===== config.mk =====
export PLATFORM = sky130hd
export DESIGN_NAME = ahb_resp_mux_n
export DESIGN_NICKNAME = d
export VERILOG_FILES = /design/src/rtl/ahb_pkg.sv /design/src/rtl/ahb_default_slave.sv /design/src/rtl/ahb_resp_mux_n.sv
export SDC_FILE = /design/constraint.sdc
export NUM_CORES = 1
export LEC_CHECK = 0
export BUFFER_PORTS_ARGS = -buffer_cell sky130_fd_sc_hd__buf_2
export CAP_MARGIN = 20
export CORE_MARGIN = 4
export CORE_UTILIZATION = 35
export CTS_CLUSTER_SIZE = 28
export DETAILED_ROUTE_END_ITERATION = 10
export HOLD_SLACK_MARGIN = 0.12
export PLACE_DENSITY = 0.87
export SLEW_MARGIN = 20
export SYNTH_ARGS = -nofsm -noshare
export SYNTH_HDL_FRONTEND = slang
export SYNTH_SLANG_ARGS = --single-unit

===== constraint.sdc =====
create_clock -name hclk -period 3.3 [get_ports hclk]
set_input_delay 0 -clock hclk [delete_from_list [all_inputs] [get_ports hclk]]
set_output_delay 0 -clock hclk [all_outputs]
set_load 0.02 [all_outputs]

===== src/rtl/ahb_pkg.sv =====
// rtl/ahb_pkg.sv - shared AHB-Lite transfer/response constants and default-slave state encodings
package ahb_pkg;

    localparam logic [1:0] HTRANS_IDLE   = 2'b00;
    localparam logic [1:0] HTRANS_BUSY   = 2'b01;
    localparam logic [1:0] HTRANS_NONSEQ = 2'b10;
    localparam logic [1:0] HTRANS_SEQ    = 2'b11;

    localparam logic HRESP_OKAY  = 1'b0;
    localparam logic HRESP_ERROR = 1'b1;

    typedef enum logic [1:0] {
        DS_IDLE = 2'd0,
        DS_ERR1 = 2'd1,
        DS_ERR2 = 2'd2
    } ds_state_t;

    // Only NONSEQ/SEQ carry data; IDLE/BUSY always complete OKAY with no wait.
    function automatic logic is_active(input logic [1:0] htrans);
        return (htrans == HTRANS_NONSEQ) || (htrans == HTRANS_SEQ);
    endfunction

endpackage


===== src/rtl/ahb_default_slave.sv =====
// rtl/ahb_default_slave.sv - default slave FSM producing the two-cycle ERROR response
module ahb_default_slave
    import ahb_pkg::*;
(
    input  logic hclk,
    input  logic hreset,
    input  logic capture,
    input  logic err_req,
    output logic ds_hready,
    output logic ds_hresp
);

    ds_state_t state, state_nxt;

    always_ff @(posedge hclk) begin
        if (hreset) begin
            state <= DS_IDLE;
        end else begin
            state <= state_nxt;
        end
    end

    always_comb begin
        state_nxt = state;
        ds_hready = 1'b1;
        ds_hresp  = HRESP_OKAY;
        case (state)
            DS_IDLE: begin
                if (capture && err_req) state_nxt = DS_ERR1;
            end
            DS_ERR1: begin
                ds_hready = 1'b0;
                ds_hresp  = HRESP_ERROR;
                state_nxt = DS_ERR2;
            end
            DS_ERR2: begin
                ds_hresp  = HRESP_ERROR;
                // hready is high here, so a new address phase may be captured back-to-back
                state_nxt = (capture && err_req) ? DS_ERR1 : DS_IDLE;
            end
            default: state_nxt = DS_IDLE;
        endcase
    end

endmodule


===== src/rtl/ahb_resp_mux_n.sv =====
// rtl/ahb_resp_mux_n.sv - AHB-Lite slave response mux with default slave; AHB_MUX_TIMEOUT_EN adds a stall watchdog
module ahb_resp_mux_n
    import ahb_pkg::*;
#(
    parameter int NUM_SLV = 4,
    parameter int DATA_W  = 32,
    parameter int TO_CYC  = 16
) (
    input  logic                      hclk,
    input  logic                      hreset,
    input  logic [NUM_SLV-1:0]        hsel_vec,
    input  logic [1:0]                htrans,
    input  logic [NUM_SLV*DATA_W-1:0] hrdata_vec,
    input  logic [NUM_SLV-1:0]        hreadyout_vec,
    input  logic [NUM_SLV-1:0]        hresp_vec,
    output logic [DATA_W-1:0]         hrdata,
    output logic                      hready,
    output logic                      hresp,
    output logic                      sel_err,
    output logic                      to_irq
);

    localparam logic [NUM_SLV:0] SEL_DEF = {1'b1, {NUM_SLV{1'b0}}};

    logic [NUM_SLV:0] dp_sel;
    logic [NUM_SLV:0] cap_sel;
    logic             capture;
    logic             unmapped;
    logic             multi_hot;
    logic             err_req;
    logic             ds_capture;
    logic             ds_hready;
    logic             ds_hresp;
    logic             timeout_hit;

    assign capture   = hready;
    assign unmapped  = (hsel_vec == '0);
    assign multi_hot = ($countones(hsel_vec) > 1);

    // Scan downwards so the lowest set index is the last one written.
    always_comb begin
        cap_sel          = '0;
        cap_sel[NUM_SLV] = unmapped;
        for (int i = NUM_SLV - 1; i >= 0; i--) begin
            if (hsel_vec[i]) begin
                cap_sel    = '0;
                cap_sel[i] = 1'b1;
            end
        end
    end

    always_ff @(posedge hclk) begin
        if (hreset) begin
            dp_sel  <= SEL_DEF;
            sel_err <= 1'b0;
        end else begin
            sel_err <= capture && multi_hot;
            if (timeout_hit) begin
                dp_sel <= SEL_DEF;
            end else if (capture) begin
                dp_sel <= cap_sel;
            end
        end
    end

    always_comb begin
        hrdata = '0;
        hready = ds_hready;
        hresp  = ds_hresp;
        for (int i = 0; i < NUM_SLV; i++) begin
            if (dp_sel[i]) begin
                hrdata = hrdata_vec[i*DATA_W +: DATA_W];
                hready = hreadyout_vec[i];
                hresp  = hresp_vec[i];
            end
        end
    end

    // A watchdog expiry looks to the default slave like a captured unmapped access.
    assign ds_capture = capture || timeout_hit;
    assign err_req    = timeout_hit || (capture && unmapped && is_active(htrans));

    ahb_default_slave u_default_slave (
        .hclk      (hclk),
        .hreset    (hreset),
        .capture   (ds_capture),
        .err_req   (err_req),
        .ds_hready (ds_hready),
        .ds_hresp  (ds_hresp)
    );

`ifdef AHB_MUX_TIMEOUT_EN
    localparam int CNT_W = $clog2(TO_CYC + 1);
    localparam logic [CNT_W-1:0] TO_LAST = CNT_W'(TO_CYC - 1);

    logic [CNT_W-1:0] to_cnt;
    logic             stall;
    logic             to_irq_q;

    // Capture needs hready high, so any change of dp_sel also drops stall and clears the count.
    assign stall       = !dp_sel[NUM_SLV] && !hready;
    assign timeout_hit = stall && (to_cnt == TO_LAST);
    assign to_irq      = to_irq_q;

    always_ff @(posedge hclk) begin
        if (hreset) begin
            to_cnt   <= '0;
            to_irq_q <= 1'b0;
        end else begin
            to_irq_q <= timeout_hit;
            if (stall && !timeout_hit) begin
                to_cnt <= to_cnt + 1'b1;
            end else begin
                to_cnt <= '0;
            end
        end
    end
`else
    logic unused_to_cyc;

    assign unused_to_cyc = (TO_CYC > 1);
    assign timeout_hit   = 1'b0;
    assign to_irq        = 1'b0;
`endif

endmodule

* Word-level counts from Yosys, hierarchy flattened
Index checks and enable logic that the tools add are counted.
Storage, ports and cells: bits of input ports 144, memory bits (read-only) 0, bits in writable memories 0, bits in registers 7, word-level logic and storage cells 41, output and inout port bits 36, bits in latches 0, memories 0
Cells by class: add/subtract/negate cells 3, shift operators 0, bitwise gates (word level) 0, divide/modulo/power cells 0, muxes and demuxes 21, multipliers 0, reduce and logical (&&, ||, !) cells 8, eq/ne operators 5, magnitude comparators 1
Operators by type and width (number):
- 2-to-1 mux 32 bit | 4
- 2-to-1 mux 4 bit | 4
- 2-to-1 mux 1 bit | 11
- == test 2 bit, second input constant | 3
- case mux 2 bit (3 select lines) | 1
- adder 1 x 1 -> 2 bit | 2
- logical AND 1 bit | 4
- logical NOT 4 bit | 1
- adder 2 x 2 -> 3 bit | 1
- > comparator 3 x 1 -> 1 bit, second input constant | 1
- == test 2 x 1 -> 1 bit, second input constant | 1
- logical NOT 2 bit | 1
- 2-to-1 mux 2 bit | 1
- inequality test 2 x 1 -> 1 bit, second input constant | 1
- OR reduction 2 bit | 1
- logical OR 1 bit | 1

* Logic depth before layout (Yosys ltp)
depth in word-level cells 11, mapped depth 8, gate-level depth less buffers 7

* By module
A second synthesis with hierarchy kept.
Unflattened totals: cell total of the unflattened synthesis 213, area, all modules 1534.0 sq um
Modules (own cells, without submodules):
- ahb_resp_mux_n | sequential area each 100.1 sq um, cells each 195, times used 1, area an instance 1370.1 sq um
- ahb_default_slave | sequential area each 40.0 sq um, cells each 18, times used 1, area an instance 163.9 sq um

* Least setup slack after synthesis
No wires, ideal clock.
path type flip-flop to flip-flop, start register u_default_slave.state[1], end register dp_sel[2], buffers on the path 1, data required time 3.230 ns, stages on the path, launching flop included 9, slack 1.605 ns, library setup time 0.070 ns, arrival time 1.625 ns, clock period less this slack 1.695 ns, path through dfxtp_1 -> inv_1 -> ha_1 -> nor2_1 -> o21ai_1 -> a31o_1 -> buf_6 -> or4b_1 -> a21oi_1
Between the ends: longest elaborated chain between the ends 6
Ends and longest elaborated chain:
- start, declared | RTL line ahb_default_slave.sv:13 | ds_state_t state, state_nxt;
- start signal, assigned | RTL line ahb_default_slave.sv:19 | state <= state_nxt;
- == test 2 x 1 -> 1 bit | RTL line ahb_default_slave.sv:27 | case (state)
- 2-to-1 mux 1 bit | RTL line ahb_default_slave.sv:27
- 2-to-1 mux 1 bit (4 in a row) | RTL line ahb_resp_mux_n.sv:71 | if (dp_sel[i]) begin
- end signal, assigned | RTL line ahb_resp_mux_n.sv:61 | dp_sel <= cap_sel;
- end, declared | RTL line ahb_resp_mux_n.sv:25 | logic [NUM_SLV:0] dp_sel;
Every way passes these cells. A chain may end at the register's enable or synchronous reset.

* Worst setup path after layout
start register dp_sel[0], end output hrdata[20]
Between the ends: longest elaborated chain between the ends 4
Ends and longest elaborated chain:
- 2-to-1 mux 32 bit (4 in a row) | RTL line ahb_resp_mux_n.sv:71
- end, declared | RTL line ahb_resp_mux_n.sv:16 | output logic [DATA_W-1:0] hrdata,
Every way passes these cells.

==> flow_summary.html <==
<table>
<tr><th>Metric</th><th>Value</th></tr>
<tr><th colspan="2">Timing</th></tr>
<tr><td>Setup violation total in the final timing report</td><td>0</td></tr>
<tr><td>Worst hold slack across all endpoints</td><td>0.141 ns</td></tr>
<tr><td>Final hold viol count</td><td>0</td></tr>
<tr><td>Number of pins with negative max-slew slack in the final report</td><td>0</td></tr>
<tr><td>Worst rel slew slack</td><td>56.8%</td></tr>
<tr><td>Shortest period the worst path allows</td><td>2.21 ns</td></tr>
<tr><td>Final setup skew</td><td>0.000755 ns</td></tr>
<tr><td>Share of the cycle needed by the critical path after routing</td><td>66.8%</td></tr>
<tr><td>Final sum of negative setup slack</td><td>0 ns</td></tr>
<tr><td>RSZ-0062 raised after global routing</td><td>false</td></tr>
<tr><td>Slew at the pin closest to its max-slew limit</td><td>0.645 ns</td></tr>
<tr><td>Fmax</td><td>0.453 GHz</td></tr>
<tr><th colspan="2">Setup path</th></tr>
<tr><td>Worst setup EP type</td><td>output pin</td></tr>
<tr><td>Capture point of the worst reg-to-reg path</td><td>dp_sel[2]$_SDFFE_PP0N_</td></tr>
<tr><td>Element type at the critical path start</td><td>flop</td></tr>
<tr><td>Largest fanout on the critical path</td><td>18</td></tr>
<tr><td>Critical path class</td><td>reg -&gt; out</td></tr>
<tr><td>Arrival time of data at the critical path endpoint</td><td>2.21 ns</td></tr>
<tr><td>Critical register-to-register path startpoint</td><td>dp_sel[1]$_SDFFE_PP0N_</td></tr>
<tr><td>Reg2reg setup slack</td><td>1.40 ns</td></tr>
<tr><td>Critical Path RT</td><td>3.30 ns</td></tr>
<tr><td>Number of cells traversed by the worst register-to-register path</td><td>5</td></tr>
<tr><th colspan="2">Detailed routing</th></tr>
<tr><td>Detailed-route wire length</td><td>5950 um</td></tr>
<tr><td>Detail-routed net length per standard cell</td><td>13.1 um</td></tr>
<tr><td>Mean number of vias per cell</td><td>5.02</td></tr>
<tr><td>First-pass iteration count of the detailed router</td><td>4</td></tr>
<tr><td>Count of routing violations after the opening detailed-route iteration</td><td>69</td></tr>
<tr><td>Routed vias</td><td>2278</td></tr>
<tr><td>Antenna-violating nets left</td><td>0</td></tr>
<tr><td>Number of remaining DRC errors</td><td>0</td></tr>
<tr><th colspan="2">Place</th></tr>
<tr><td>Routability Congestion</td><td>0.787</td></tr>
<tr><td>Half-perimeter wire length after placement</td><td>4690 um</td></tr>
<tr><td>Cell count after placement</td><td>445</td></tr>
<tr><td>Count of buffers inserted at the top-level ports</td><td>177</td></tr>
<tr><th colspan="2">GRT</th></tr>
<tr><td>Wire length of the first global-routing pass</td><td>8890 um</td></tr>
<tr><td>Total global-route track usage</td><td>20.8%</td></tr>
<tr><td>Via count of the first global-routing pass</td><td>2062</td></tr>
<tr><td>Initial antenna violation count</td><td>0</td></tr>
<tr><td>Gr ovfl total</td><td>0</td></tr>
<tr><td>Pin count of the biggest net entering global routing</td><td>64</td></tr>
<tr><th colspan="2">Synthesis</th></tr>
<tr><td>Mapped Cells</td><td>242</td></tr>
<tr><td>Number of warnings reported in the yosys synthesis log</td><td>0</td></tr>
<tr><td>Syn_area_per_cell</td><td>5.83 um2</td></tr>
<tr><td>Synthesized-area fraction occupied by xor and xnor cells</td><td>0%</td></tr>
<tr><td>Largest family of logic cells by synthesized area</td><td>compound AO/OA/AOI/OAI gates</td></tr>
<tr><td>Post-Syn Area</td><td>1410 um2</td></tr>
<tr><td>Mapped Nets</td><td>393</td></tr>
<tr><td>Post-synthesis cell type count</td><td>29</td></tr>
<tr><td>Synthesized-area fraction occupied by adder cells</td><td>6.74%</td></tr>
<tr><td>Post-synthesis register bit count</td><td>7</td></tr>
<tr><td>Synthesized-area fraction occupied by and/or/nand/nor cells</td><td>25.9%</td></tr>
<tr><td>Share of synthesized area spent on multiplexers</td><td>3.55%</td></tr>
<tr><td>Sequential element share of the synthesized area</td><td>9.94%</td></tr>
<tr><td>Compound-gate portion of the synthesized area</td><td>44.1%</td></tr>
<tr><th colspan="2">Hold path</th></tr>
<tr><td>Hold Crit Start</td><td>hsel_vec[1]</td></tr>
<tr><td>Hold Path End</td><td>dp_sel[2]$_SDFFE_PP0N_</td></tr>
<tr><td>Path type of the worst min-delay path</td><td>in -&gt; reg</td></tr>
<tr><td>Worst hold path cell count</td><td>3</td></tr>
<tr><th colspan="2">Floorplanning</th></tr>
<tr><td>Die width</td><td>71.5 um</td></tr>
<tr><td>Initial Utilization</td><td>37.4%</td></tr>
<tr><td>Die area</td><td>5110 um2</td></tr>
<tr><td>Die Height</td><td>71.5 um</td></tr>
<tr><td>Io pins</td><td>180</td></tr>
<tr><td>Core Region</td><td>3770 um2</td></tr>
<tr><td>Total number of placement rows</td><td>22</td></tr>
<tr><th colspan="2">Job</th></tr>
<tr><td>Max-Cap Viols</td><td>0</td></tr>
<tr><th colspan="2">Clock tree</th></tr>
<tr><td>TritonCTS Buffers</td><td>3</td></tr>
<tr><td>Clock tree from TritonCTS</td><td>built</td></tr>
<tr><td>Post-CTS Resized</td><td>0</td></tr>
<tr><td>Clock insertion delay at the later pin of the skew report</td><td>0.23 ns</td></tr>
<tr><td>Buffer depth of the longest clock path</td><td>2</td></tr>
<tr><td>Cell at the root of the clock tree</td><td>sky130_fd_sc_hd__clkbuf_8</td></tr>
<tr><td>Post-CTS Repair Setup Buffers</td><td>0</td></tr>
<tr><td>Clock Sink Count</td><td>7</td></tr>
<tr><td>Number of H-tree levels</td><td>1</td></tr>
<tr><td>CTS clock-pin slew for the worst setup and hold paths</td><td>0.04 ns</td></tr>
<tr><th colspan="2">Finish</th></tr>
<tr><td>Fillcell total</td><td>357</td></tr>
<tr><td>Final net count</td><td>558</td></tr>
<tr><td>Area added between synthesis and finish</td><td>68.1%</td></tr>
<tr><td>Most frequent cells in the layout</td><td>sky130_fd_sc_hd__buf_2, sky130_fd_sc_hd__nor2_1, sky130_fd_sc_hd__a21oi_1, sky130_fd_sc_hd__nand2_1, sky130_fd_sc_hd__o21ai_1</td></tr>
<tr><td>Ratio of cells with drive above 1 in the final layout</td><td>46.3%</td></tr>
<tr><td>Antenna diodes</td><td>0</td></tr>
<tr><td>Most common library cell in the layout ignoring fill and taps</td><td>sky130_fd_sc_hd__buf_2</td></tr>
<tr><td>Area taken by multi-input logic gates</td><td>1140 um2</td></tr>
<tr><td>Post-route insts no fill</td><td>454</td></tr>
<tr><td>Sequential cell area</td><td>143 um2</td></tr>
<tr><th colspan="2">Run status</th></tr>
<tr><td>Run status</td><td>finished clean</td></tr>
<tr><th colspan="2">Power and ir drop</th></tr>
<tr><td>Maximum vdd ir drop</td><td>0.000123 V</td></tr>
<tr><td>Leakage</td><td>1.28 nW</td></tr>
<tr><td>Pwr dens</td><td>252 nW/um2</td></tr>
</table>
## metrics by stage
| step | power (W) | util (%) | setup slack, ns | instance area, um2 |
|---|---|---|---|---|
| final | 0.000596 | 62.9 | 1.09 | 2370 |
| after global routing | 0.000640 | 62.9 | 0.903 | 2370 |
| after CTS | 0.000598 | 62.9 | 1.08 | 2370 |
| after detailed placement | 0.000468 | 60.4 | 1.35 | 2280 |
| after global placement | 0.000461 | 60.4 | 1.37 | 2280 |
| after floorplan | 0.000316 | - | 1.61 | 1410 |
## cell usage after synthesis
cell | count | area share [%]
sky130_fd_sc_hd__dfxtp_1 | 7 | 9.9
sky130_fd_sc_hd__mux2i_1 | 5 | 3.5
sky130_fd_sc_hd__inv_1 | 5 | 1.3
sky130_fd_sc_hd__nor2_1 | 39 | 10
sky130_fd_sc_hd__conb_1 | 1 | 0.27
sky130_fd_sc_hd__o32ai_1 | 1 | 0.62
sky130_fd_sc_hd__buf_2 | 2 | 0.71
sky130_fd_sc_hd__and2_1 | 1 | 0.44
sky130_fd_sc_hd__fa_1 | 1 | 1.4
sky130_fd_sc_hd__a22oi_1 | 32 | 17
sky130_fd_sc_hd__nand2b_1 | 2 | 0.89
sky130_fd_sc_hd__nand3b_4 | 1 | 1.4
sky130_fd_sc_hd__o21ai_0 | 2 | 0.71
sky130_fd_sc_hd__buf_6 | 1 | 0.80
sky130_fd_sc_hd__buf_4 | 2 | 1.1
sky130_fd_sc_hd__nand3_1 | 1 | 0.35
sky130_fd_sc_hd__nor2b_1 | 2 | 0.89
sky130_fd_sc_hd__clkbuf_1 | 20 | 5.3
sky130_fd_sc_hd__ha_1 | 6 | 5.3
sky130_fd_sc_hd__a311oi_1 | 1 | 0.62
sky130_fd_sc_hd__nor4b_1 | 1 | 0.62
sky130_fd_sc_hd__or4_1 | 1 | 0.53
sky130_fd_sc_hd__buf_1 | 1 | 0.27
sky130_fd_sc_hd__a21oi_1 | 35 | 12
sky130_fd_sc_hd__or4b_1 | 1 | 0.71
sky130_fd_sc_hd__o21ai_1 | 34 | 12
sky130_fd_sc_hd__nand2_1 | 35 | 9.3
sky130_fd_sc_hd__nor3_1 | 1 | 0.35
sky130_fd_sc_hd__a31o_1 | 1 | 0.62
## cell type report
| cell class | instances | area share [%] |
|---|---|---|
| clock buffers | 4 | 1.90 |
| inverters | 5 | 0.792 |
| multi-input cells | 204 | 48.0 |
| flip-flops and latches | 7 | 6.02 |
| well taps | 48 | 2.53 |
| repair buffers | 186 | 40.7 |
## per-layer routing
metal  GRT usage [%]  up-vias  wire, um
met5               0        -         0
met4            4.59        0        44
met3            3.79        4       635
met2            41.1      117      3030
met1            22.4      970      2240
li1                -     1187         -
## flip-flops by register name, indices dropped and copies added (netlist names)
signal	cells
u_default_slave.state	2
sel_err	1
dp_sel	4
## logic make-up after synthesis
| kind of cell | count (synthesis) |
|---|---|
| other cells | 1 |
| fa+ha+maj | 7 |
| buf+inv | 31 |
| mux | 5 |
| simple gates | 85 |
| compound gates | 106 |
| flops | 7 |
## how the worst max path moves through the flow
stage	startpoint	end	cells past startpoint	slack [ns]
finish	dp_sel[0]$_SDFFE_PP0N_	hrdata[20]	7	1.09
detailed placement	dp_sel[0]$_SDFFE_PP0N_	hrdata[20]	7	1.35
global placement	dp_sel[0]$_SDFFE_PP0N_	hrdata[20]	7	1.37
CTS	dp_sel[0]$_SDFFE_PP0N_	hrdata[20]	7	1.08
floorplan	u_default_slave.state[1]$_SDFFE_PP0P_	dp_sel[2]$_SDFFE_PP0N_	8	1.61
global route	dp_sel[0]$_SDFFE_PP0N_	hrdata[20]	7	0.90
## timing repair
action                                  CTS  global route
endpoints found under the setup margin    0             0
hold endpoints to repair                  6             0
hold buffers                              5             0
## report_power, final
part | switching [W] | leakage (nW) | total (W) | internal, W
clock | 0.0000411 | 0.0228 | 0.000125 | 0.0000840
sequential | 0.00000636 | 0.0581 | 0.0000963 | 0.0000899
combinational | 0.000213 | 1.20 | 0.000375 | 0.000162
## critical path, stage by stage (launching register included)
cell,delay [ns]
sky130_fd_sc_hd__dfxtp_1,0.41
sky130_fd_sc_hd__nor2b_2,0.59
sky130_fd_sc_hd__buf_4,0.35
sky130_fd_sc_hd__a22oi_1,0.09
sky130_fd_sc_hd__nor2_1,0.11
sky130_fd_sc_hd__a21oi_1,0.05
sky130_fd_sc_hd__o21ai_1,0.17
sky130_fd_sc_hd__buf_2,0.19
No activity file was read; power rests on OpenSTA's default activity.
